$ cat src/rtl/channel_arbiter_pkg.sv
// ============================================================================
// Module      : channel_arbiter_pkg
// Description : Shared FSM encodings and pointer-width helper for channel_arbiter.
// Revision    : 1.0 - initial release
// ============================================================================
`default_nettype none

package channel_arbiter_pkg;

  typedef enum logic {
    ARB_IDLE = 1'b0,
    ARB_WAIT = 1'b1
  } arb_state_e;

  // Width of a pointer addressing n requesters; never narrower than one bit.
  function automatic int ptr_width(input int n);
    return (n < 2) ? 1 : $clog2(n);
  endfunction

endpackage

`default_nettype wire

$ cat src/rtl/channel_arbiter_rr_picker.sv
// ============================================================================
// Module      : rr_picker
// Description : Combinational round-robin search starting one past `last`.
// Revision    : 1.0 - initial release
// ============================================================================
`default_nettype none

module rr_picker
  import channel_arbiter_pkg::*;
#(
  parameter  int N  = 4,
  localparam int LW = ptr_width(N)
) (
  input  logic [N-1:0]  pending,
  input  logic [LW-1:0] last,
  output logic          valid,
  output logic [LW-1:0] winner
);

  logic [LW-1:0] idx;

  // The previous winner is visited last, so it only wins again when alone.
  always_comb begin
    valid  = 1'b0;
    winner = '0;
    idx    = last;
    for (int k = 0; k < N; k++) begin
      idx = (idx == LW'(N - 1)) ? '0 : idx + 1'b1;
      if (!valid && pending[idx]) begin
        valid  = 1'b1;
        winner = idx;
      end
    end
  end

endmodule

`default_nettype wire

$ cat src/rtl/channel_arbiter.sv
// ============================================================================
// Module      : channel_arbiter
// Description : Round-robin arbiter sharing one two-phase output channel among
//               N two-phase requesters. Define ARB_DEBUG_EN for grant/release
//               trace lines in simulation.
// Revision    : 1.0 - initial release
// ============================================================================
`default_nettype none

module channel_arbiter
  import channel_arbiter_pkg::*;
#(
  parameter int ID   = -1,
  parameter     PORT = "unknown",
  parameter int SIZE = 8,
  parameter int N    = 4
) (
  input  logic              clk,
  input  logic              reset,
  input  logic [N-1:0]      req_in,
  output logic [N-1:0]      ack_in,
  input  logic [N*SIZE-1:0] data_in,
  output logic              req_out,
  input  logic              ack_out,
  output logic [SIZE-1:0]   data_out,
  output logic [N-1:0]      grant,
  output logic              busy
);

  localparam int LW = ptr_width(N);

  arb_state_e      state_q, state_d;
  logic [LW-1:0]   last_q, last_d;
  logic [LW-1:0]   win_q, win_d;
  logic            req_out_q, req_out_d;
  logic [N-1:0]    ack_in_q, ack_in_d;
  logic [N-1:0]    grant_q, grant_d;
  logic [SIZE-1:0] data_out_q, data_out_d;

  logic [N-1:0]    pending;
  logic            pick_valid;
  logic [LW-1:0]   pick_idx;

  // Configurations outside the supported range elaborate this marker block.
  if (N < 2 || N > 8 || ID < -1 || $bits(PORT) == 0) begin : g_cfg_out_of_range
  end

  assign pending = req_in ^ ack_in_q;

  rr_picker #(.N(N)) u_rr_picker (
    .pending (pending),
    .last    (last_q),
    .valid   (pick_valid),
    .winner  (pick_idx)
  );

  always_comb begin
    state_d    = state_q;
    last_d     = last_q;
    win_d      = win_q;
    req_out_d  = req_out_q;
    ack_in_d   = ack_in_q;
    grant_d    = grant_q;
    data_out_d = data_out_q;
    case (state_q)
      ARB_IDLE: begin
        if (pick_valid) begin
          win_d             = pick_idx;
          data_out_d        = data_in[pick_idx*SIZE +: SIZE];
          req_out_d         = ~req_out_q;
          grant_d           = '0;
          grant_d[pick_idx] = 1'b1;
          state_d           = ARB_WAIT;
        end
      end
      ARB_WAIT: begin
        if (ack_out == req_out_q) begin
          ack_in_d[win_q] = ~ack_in_q[win_q];
          last_d          = win_q;
          grant_d         = '0;
          state_d         = ARB_IDLE;
        end
      end
      default: state_d = ARB_IDLE;
    endcase
  end

  always_ff @(posedge clk) begin
    if (reset) begin
      state_q    <= ARB_IDLE;
      last_q     <= LW'(N - 1);
      win_q      <= '0;
      req_out_q  <= 1'b0;
      ack_in_q   <= '0;
      grant_q    <= '0;
      data_out_q <= '0;
    end else begin
      state_q    <= state_d;
      last_q     <= last_d;
      win_q      <= win_d;
      req_out_q  <= req_out_d;
      ack_in_q   <= ack_in_d;
      grant_q    <= grant_d;
      data_out_q <= data_out_d;
    end
  end

  assign req_out  = req_out_q;
  assign ack_in   = ack_in_q;
  assign grant    = grant_q;
  assign data_out = data_out_q;
  assign busy     = (state_q == ARB_WAIT);

`ifdef ARB_DEBUG_EN
  always @(posedge clk) begin
    if (!reset && state_q == ARB_IDLE && pick_valid)
      $display("%0t %0d %0s grant %0d %h", $time, ID, PORT, pick_idx, data_out_d);
    else if (!reset && state_q == ARB_WAIT && ack_out == req_out_q)
      $display("%0t %0d %0s release %0d %h", $time, ID, PORT, win_q, data_out_q);
  end
`else
`endif

endmodule

`default_nettype wire

$ cat config.mk
export PLATFORM = sky130hd
export DESIGN_NAME = channel_arbiter
export DESIGN_NICKNAME = d
export VERILOG_FILES = /design/src/rtl/channel_arbiter_pkg.sv /design/src/rtl/channel_arbiter_rr_picker.sv /design/src/rtl/channel_arbiter.sv
export SDC_FILE = /design/constraint.sdc
export NUM_CORES = 1
export LEC_CHECK = 0
export ABC_AREA = 1
export BUFFER_PORTS_ARGS = -buffer_cell sky130_fd_sc_hd__buf_2
export CAP_MARGIN = 20
export CORE_MARGIN = 2
export CORE_UTILIZATION = 53
export CTS_CLUSTER_DIAMETER = 200
export CTS_CLUSTER_SIZE = 25
export DETAILED_ROUTE_END_ITERATION = 10
export PLACE_DENSITY = 0.84
export SETUP_SLACK_MARGIN = 0.1
export SLEW_MARGIN = 20
export SYNTH_ARGS = -nofsm -noshare
export SYNTH_HDL_FRONTEND = slang
export SYNTH_SLANG_ARGS = --single-unit
export TNS_END_PERCENT = 100
$ cat constraint.sdc
create_clock -name clk -period 5 [get_ports clk]
set_input_delay 0.25 -clock clk [delete_from_list [all_inputs] [get_ports clk]]
set_output_delay 0.25 -clock clk [all_outputs]
set_load 0.01 [all_outputs]
* Word-level counts from Yosys, hierarchy flattened
Cells that the tools add are included. Widths: inputs -> output; s select.
Word-level totals: flip-flop bits (word level) 22, input port bits 39, logic and storage cells 75
Operators by class: add/subtract/negate cells 4, magnitude comparators 8, equal/unequal tests 7, shifts and indexed selects 1, mux-type cells 33, bitwise gates (word level) 4, reductions and logical operators 11
Operators by type and width (number):
- $shiftx 32x6->8 | 1
- $lt 2x3->1 const B | 6
- $mux 2 | 8
- $mux 1 | 13
- $bmux 1 s2 | 5
- $add 2x1->2 const B | 4
- $eq 2x2->1 const B | 4
- $mux 4 | 2
- $pmux 4 s2 | 1
- $reduce_and 2->1 | 3
- $logic_and 1x1->1 | 5
- $bwmux 4 | 1
- $demux 1 s2 | 2
- $ge 2x1->1 const B | 2
- $xor 4x4->4 | 1
- $logic_not 1->1 | 3
- $not 1->1 | 3
- $ne 2x1->1 const B | 1
- $ne 2x2->1 const B | 1
- $pmux 1 s2 | 1
- $eq 1x1->1 | 1

* Logic depth before layout (Yosys ltp)
word-level depth 20, depth in mapped cells 16, gate-level depth less buffers 16

* Modules after synthesis
Synthesis repeated with hierarchy kept, for this count alone.
Unflattened totals: cell total of the unflattened synthesis 257, area, all modules 1535.2 um2
By module, submodules not included:
- channel_arbiter | instances 1, cells each 185, area an instance 1182.4 um2, seq. area each 440.4 um2
- rr_picker | instances 1, cells each 72, area an instance 352.8 um2, seq. area each 0.0 um2

* Worst setup path after synthesis
No wires, ideal clock.
kind register -> register, start reg last_q[0], end reg data_out_q[6], in the netlist data_out[6], arrival 1.829 ns, data required time 4.883 ns, path slack 3.054 ns, cell stages (with the launch flop) 14, path buffers 1, period minus slack after synthesis 1.946 ns, cells stage by stage dfxtp_1 > ha_1 > inv_1 > nand2_4 > nand3_1 > nand2_2 > a21oi_1 > nor2_2 > nand3_4 > buf_4 > nand3_1 > nand3_1 > nor2_1 > nor2_1
Between the ends: longest elaborated chain between the ends 15, elaborated cells on any way between the ends 36
Ends and longest elaborated chain:
- start: declaration | line channel_arbiter.sv:33 | logic [LW-1:0] last_q, last_d;
- start signal: assignment | line channel_arbiter.sv:91 | last_q <= LW'(N - 1);
- start signal: assignment | line channel_arbiter.sv:99 | last_q <= last_d;
- $add 2x1->2 or $eq 2x2->1 (tied branches) | line channel_arbiter_rr_picker.sv:28 | idx = (idx == LW'(N - 1)) ? '0 : idx + 1'b1;
- $mux 2 (*) | line channel_arbiter_rr_picker.sv:28
- branches (longest 13 deep; another with $add 2x1->2)
- end signal: assignment | line channel_arbiter.sv:104 | data_out_q <= data_out_d;
- end: declaration | line channel_arbiter.sv:38 | logic [SIZE-1:0] data_out_q, data_out_d;
Every way passes the cells marked *. The select of a mux whose other input is x is not followed. A chain may end at the register's enable or synchronous reset.

* Final worst setup path
start reg last_q[0], end reg data_out_q[7], in the netlist data_out[7]
Same word-level chain as after synthesis.

==> flow_summary_export.csv <==
group,metric,value,unit
cts,clock_latency,0.31,ns
floorplanning,die_w,58.7,µm
floorplanning,start_util,56.6,%
sta,setup_viol,0,
power_and_ir_drop,combPwrFrac,58.3,%
cts,cts.repair.resized,0,
final_layout,fin_cells,335,
final_layout,diodes,0,
min_path,min_path_type,"in -> reg",
floorplanning,dieArea,3450,µm²
route,wl_per_cell,11.5,µm
placed_design,place_congestion,0.848,
final_layout,num-fill-cells,265,
final_layout,final_layout_size_suffix_gt1_share,27.6,%
logic_synthesis,synth_area_leaders,"dfxtp_1, nand2_1, nand3_1, a21oi_1, nor2_1",
power_and_ir_drop,ir_drop,0.289,mV
setup_path,r2r_slack,2.71,ns
setup_path,arrival,2.54,ns
power_and_ir_drop,power_switching,401,µW
cts,clk_pin_slew_worst_paths,0.12,ns
grt,grt_pass1_vias,1531,
sta,finalMaxSlewViolations,0,
sta,fin_skew,0.00201,ns
route,drc_errors,2,
sta,slew_headroom,73.6,%
final_layout,final_core_util,67.5,%
setup_path,reg2reg_depth,14,
grt,overflow,0,
logic_synthesis,synth.largest_area_cell,"dfxtp_1",
final_layout,final-seq-area,440,µm²
sta,setup-tns-final,0,ns
route,firstDrtPassIters,7,
grt,antenna_found_initial,0,
sta,hold_violations,0,
logic_synthesis,ys_seq_area_share,27.8,%
route,routed-via-count,1760,
logic_synthesis,ys_seq_elements,22,
setup_path,cp_max_fo,16,
run,cap_violations,0,
final_layout,nNetsFinal,345,
power_and_ir_drop,clkPwrFrac,11.8,%
route,ant_nets,0,
run_status,violations,"DRC",
power_and_ir_drop,pwr_density_cell,439,nW/µm²
route,drtIter0Drc,93,
placed_design,io_buffers,56,
floorplanning,ioPinCount,57,
floorplanning,core-area,2810,µm²
cts,cts_tree,"built",
power_and_ir_drop,leakagePower,0.981,nW
logic_synthesis,syn_nets,291,
cts,cts.htree.levels,1,
logic_synthesis,synth_top_area_share,27.8,%
sta,tightest_slew,0.395,ns
cts,hold_buffers,0,
logic_synthesis,syn_inst,251,
sta,layout_min_cycle_time,2.29,ns
floorplanning,num_rows,19,
floorplanning,die_y,58.7,µm
cts,cts_buffer_depth,2,
logic_synthesis,ys_types,27,
grt,grt_start_max_net_pins,22,
cts,cts_buffers,3,
min_path,holdPathStages,2,
power_and_ir_drop,swShare,48.3,%
sta,fmax,437,MHz
sta,period_share,45.7,%
route,via_per_inst,5.25,
setup_path,critPathRequiredTime,5.25,ns
grt,grt_use_total,23.3,%
placed_design,dpl.hpwl,3.08,mm
setup_path,end_kind,"register",
setup_path,crit_type,"reg -> reg",
placed_design,dp_cells,331,
setup_path,critPathLaunchType,"register",
route,wl,3.87,mm
cts,clock-sinks,22,
cts,cts_setup_buffers,0,
power_and_ir_drop,internal_power,430,µW
cts,cts-root-buf,"clkbuf_4",
final_layout,final_common_cell,"nand2_1",
sta,rsz0062_at_grt,"no",
logic_synthesis,syn_area_per_cell,6.32,µm²
logic_synthesis,ys_warn_count,0,
run_status,status,"complete, but fails checks",
logic_synthesis,synthesis.area,1590,µm²
final_layout,area_growth,19.4,%
final_layout,multi_input_area,1020,µm²
grt,grt_first_pass_wirelength,6.35,mm
power_and_ir_drop,p_seq_share,29.9,%
final_layout,layout_common_cells,"nand2_1, buf_2, nand3_1, dfxtp_1, nor2_1",
-- power groups by stage --
| stage | clock network, mW | registers, mW | logic, mW |
|---|---|---|---|
| finish | 0.0980 | 0.249 | 0.484 |
| global route | 0.109 | 0.254 | 0.546 |
| CTS | 0.0996 | 0.248 | 0.484 |
| detailed placement | 0 | 0.252 | 0.480 |
| global placement | 0 | 0.252 | 0.474 |
| floorplan | 0 | 0.266 | 0.367 |
-- through the flow --
stage / hold slack, ns / instance area [µm²] / worst slack (ns) / power, mW
2_1_floorplan: 0.434 / 1590 / 3.05 / 0.633
3_3_place_gp: 0.450 / 1860 / 2.81 / 0.726
3_5_place_dp: 0.455 / 1860 / 2.74 / 0.732
4_1_cts: 0.195 / 1890 / 2.72 / 0.831
5_1_grt: 0.196 / 1890 / 2.46 / 0.908
6_report: 0.201 / 1890 / 2.71 / 0.831
-- layout make-up --
| class | instances | share of cell area [%] |
|---|---|---|
| Tap cell | 31 | 2.05 |
| Sequential cell | 22 | 23.2 |
| Clock buffer | 4 | 1.92 |
| Timing Repair Buffer | 56 | 14.8 |
| Inverter | 20 | 3.96 |
| Multi-Input combinational cell | 202 | 54.0 |
-- worst paths after layout --
kind,from,endpoint
min,reset,grant[1]
max,last_q[0],data_out[7]
min reg2reg,grant[1],grant[1]
max reg2reg,last_q[0],data_out[7]
-- cells by family after synthesis --
logic type / synth area share (%)
and+or+nand+nor: 52.0
xor gates and xnor gates: 0.552
buffers and inverters: 7.73
AOI/OAI and AO/OA: 11.2
DFF: 27.8
adders and majority gates: 0.789
-- critical path, stage by stage, from the launching register on --
cell and delay, ns:
dfxtp_1 0.38, ha_1 0.26, nor2_4 0.28, nand2_1 0.09
nand2_1 0.13, nand3_1 0.14, nand2_1 0.12, nand3_1 0.09
nand2_1 0.12, nand2_4 0.14, nor2_4 0.21, nand2_1 0.08
nand3_1 0.08, nor2_1 0.04, nor2_1 0.07
-- flip-flops by register name, summed over array words and instances, names as in the netlist --
register,count
last_q,2
win_q,2
busy,1
req_out,1
ack_in,4
data_out,8
grant,4
-- cells in the mapped netlist --
library cell / number
nand2_1: 72
nand3_1: 50
dfxtp_1: 22
nor2_1: 19
a21oi_1: 16
inv_1: 16
o21ai_0: 14
nor2_2: 5
inv_2: 4
o21ai_1: 4
nand2_4: 3
nand3_2: 3
nand4_1: 3
nor2_4: 3
buf_2: 2
buf_6: 2
nand2_2: 2
nand3_4: 2
a211oi_1: 1
buf_1: 1
buf_4: 1
clkbuf_1: 1
ha_1: 1
nand3b_4: 1
nand4_2: 1
nor3_1: 1
xnor2_1: 1
-- layer usage --
| layer | vias up | wire length (µm) | part of all wire [%] | GRT usage, % |
|---|---|---|---|---|
| li1 | 938 | - | - | - |
| met1 | 780 | 1890 | 49 | 33.0 |
| met2 | 33 | 1790 | 46 | 37.6 |
| met3 | 9 | 131 | 3.4 | 2.64 |
| met4 | 0 | 62 | 1.6 | 6.82 |
| met5 | - | 0 | 0 | 0 |
Power figures use the tool's default switching activity.
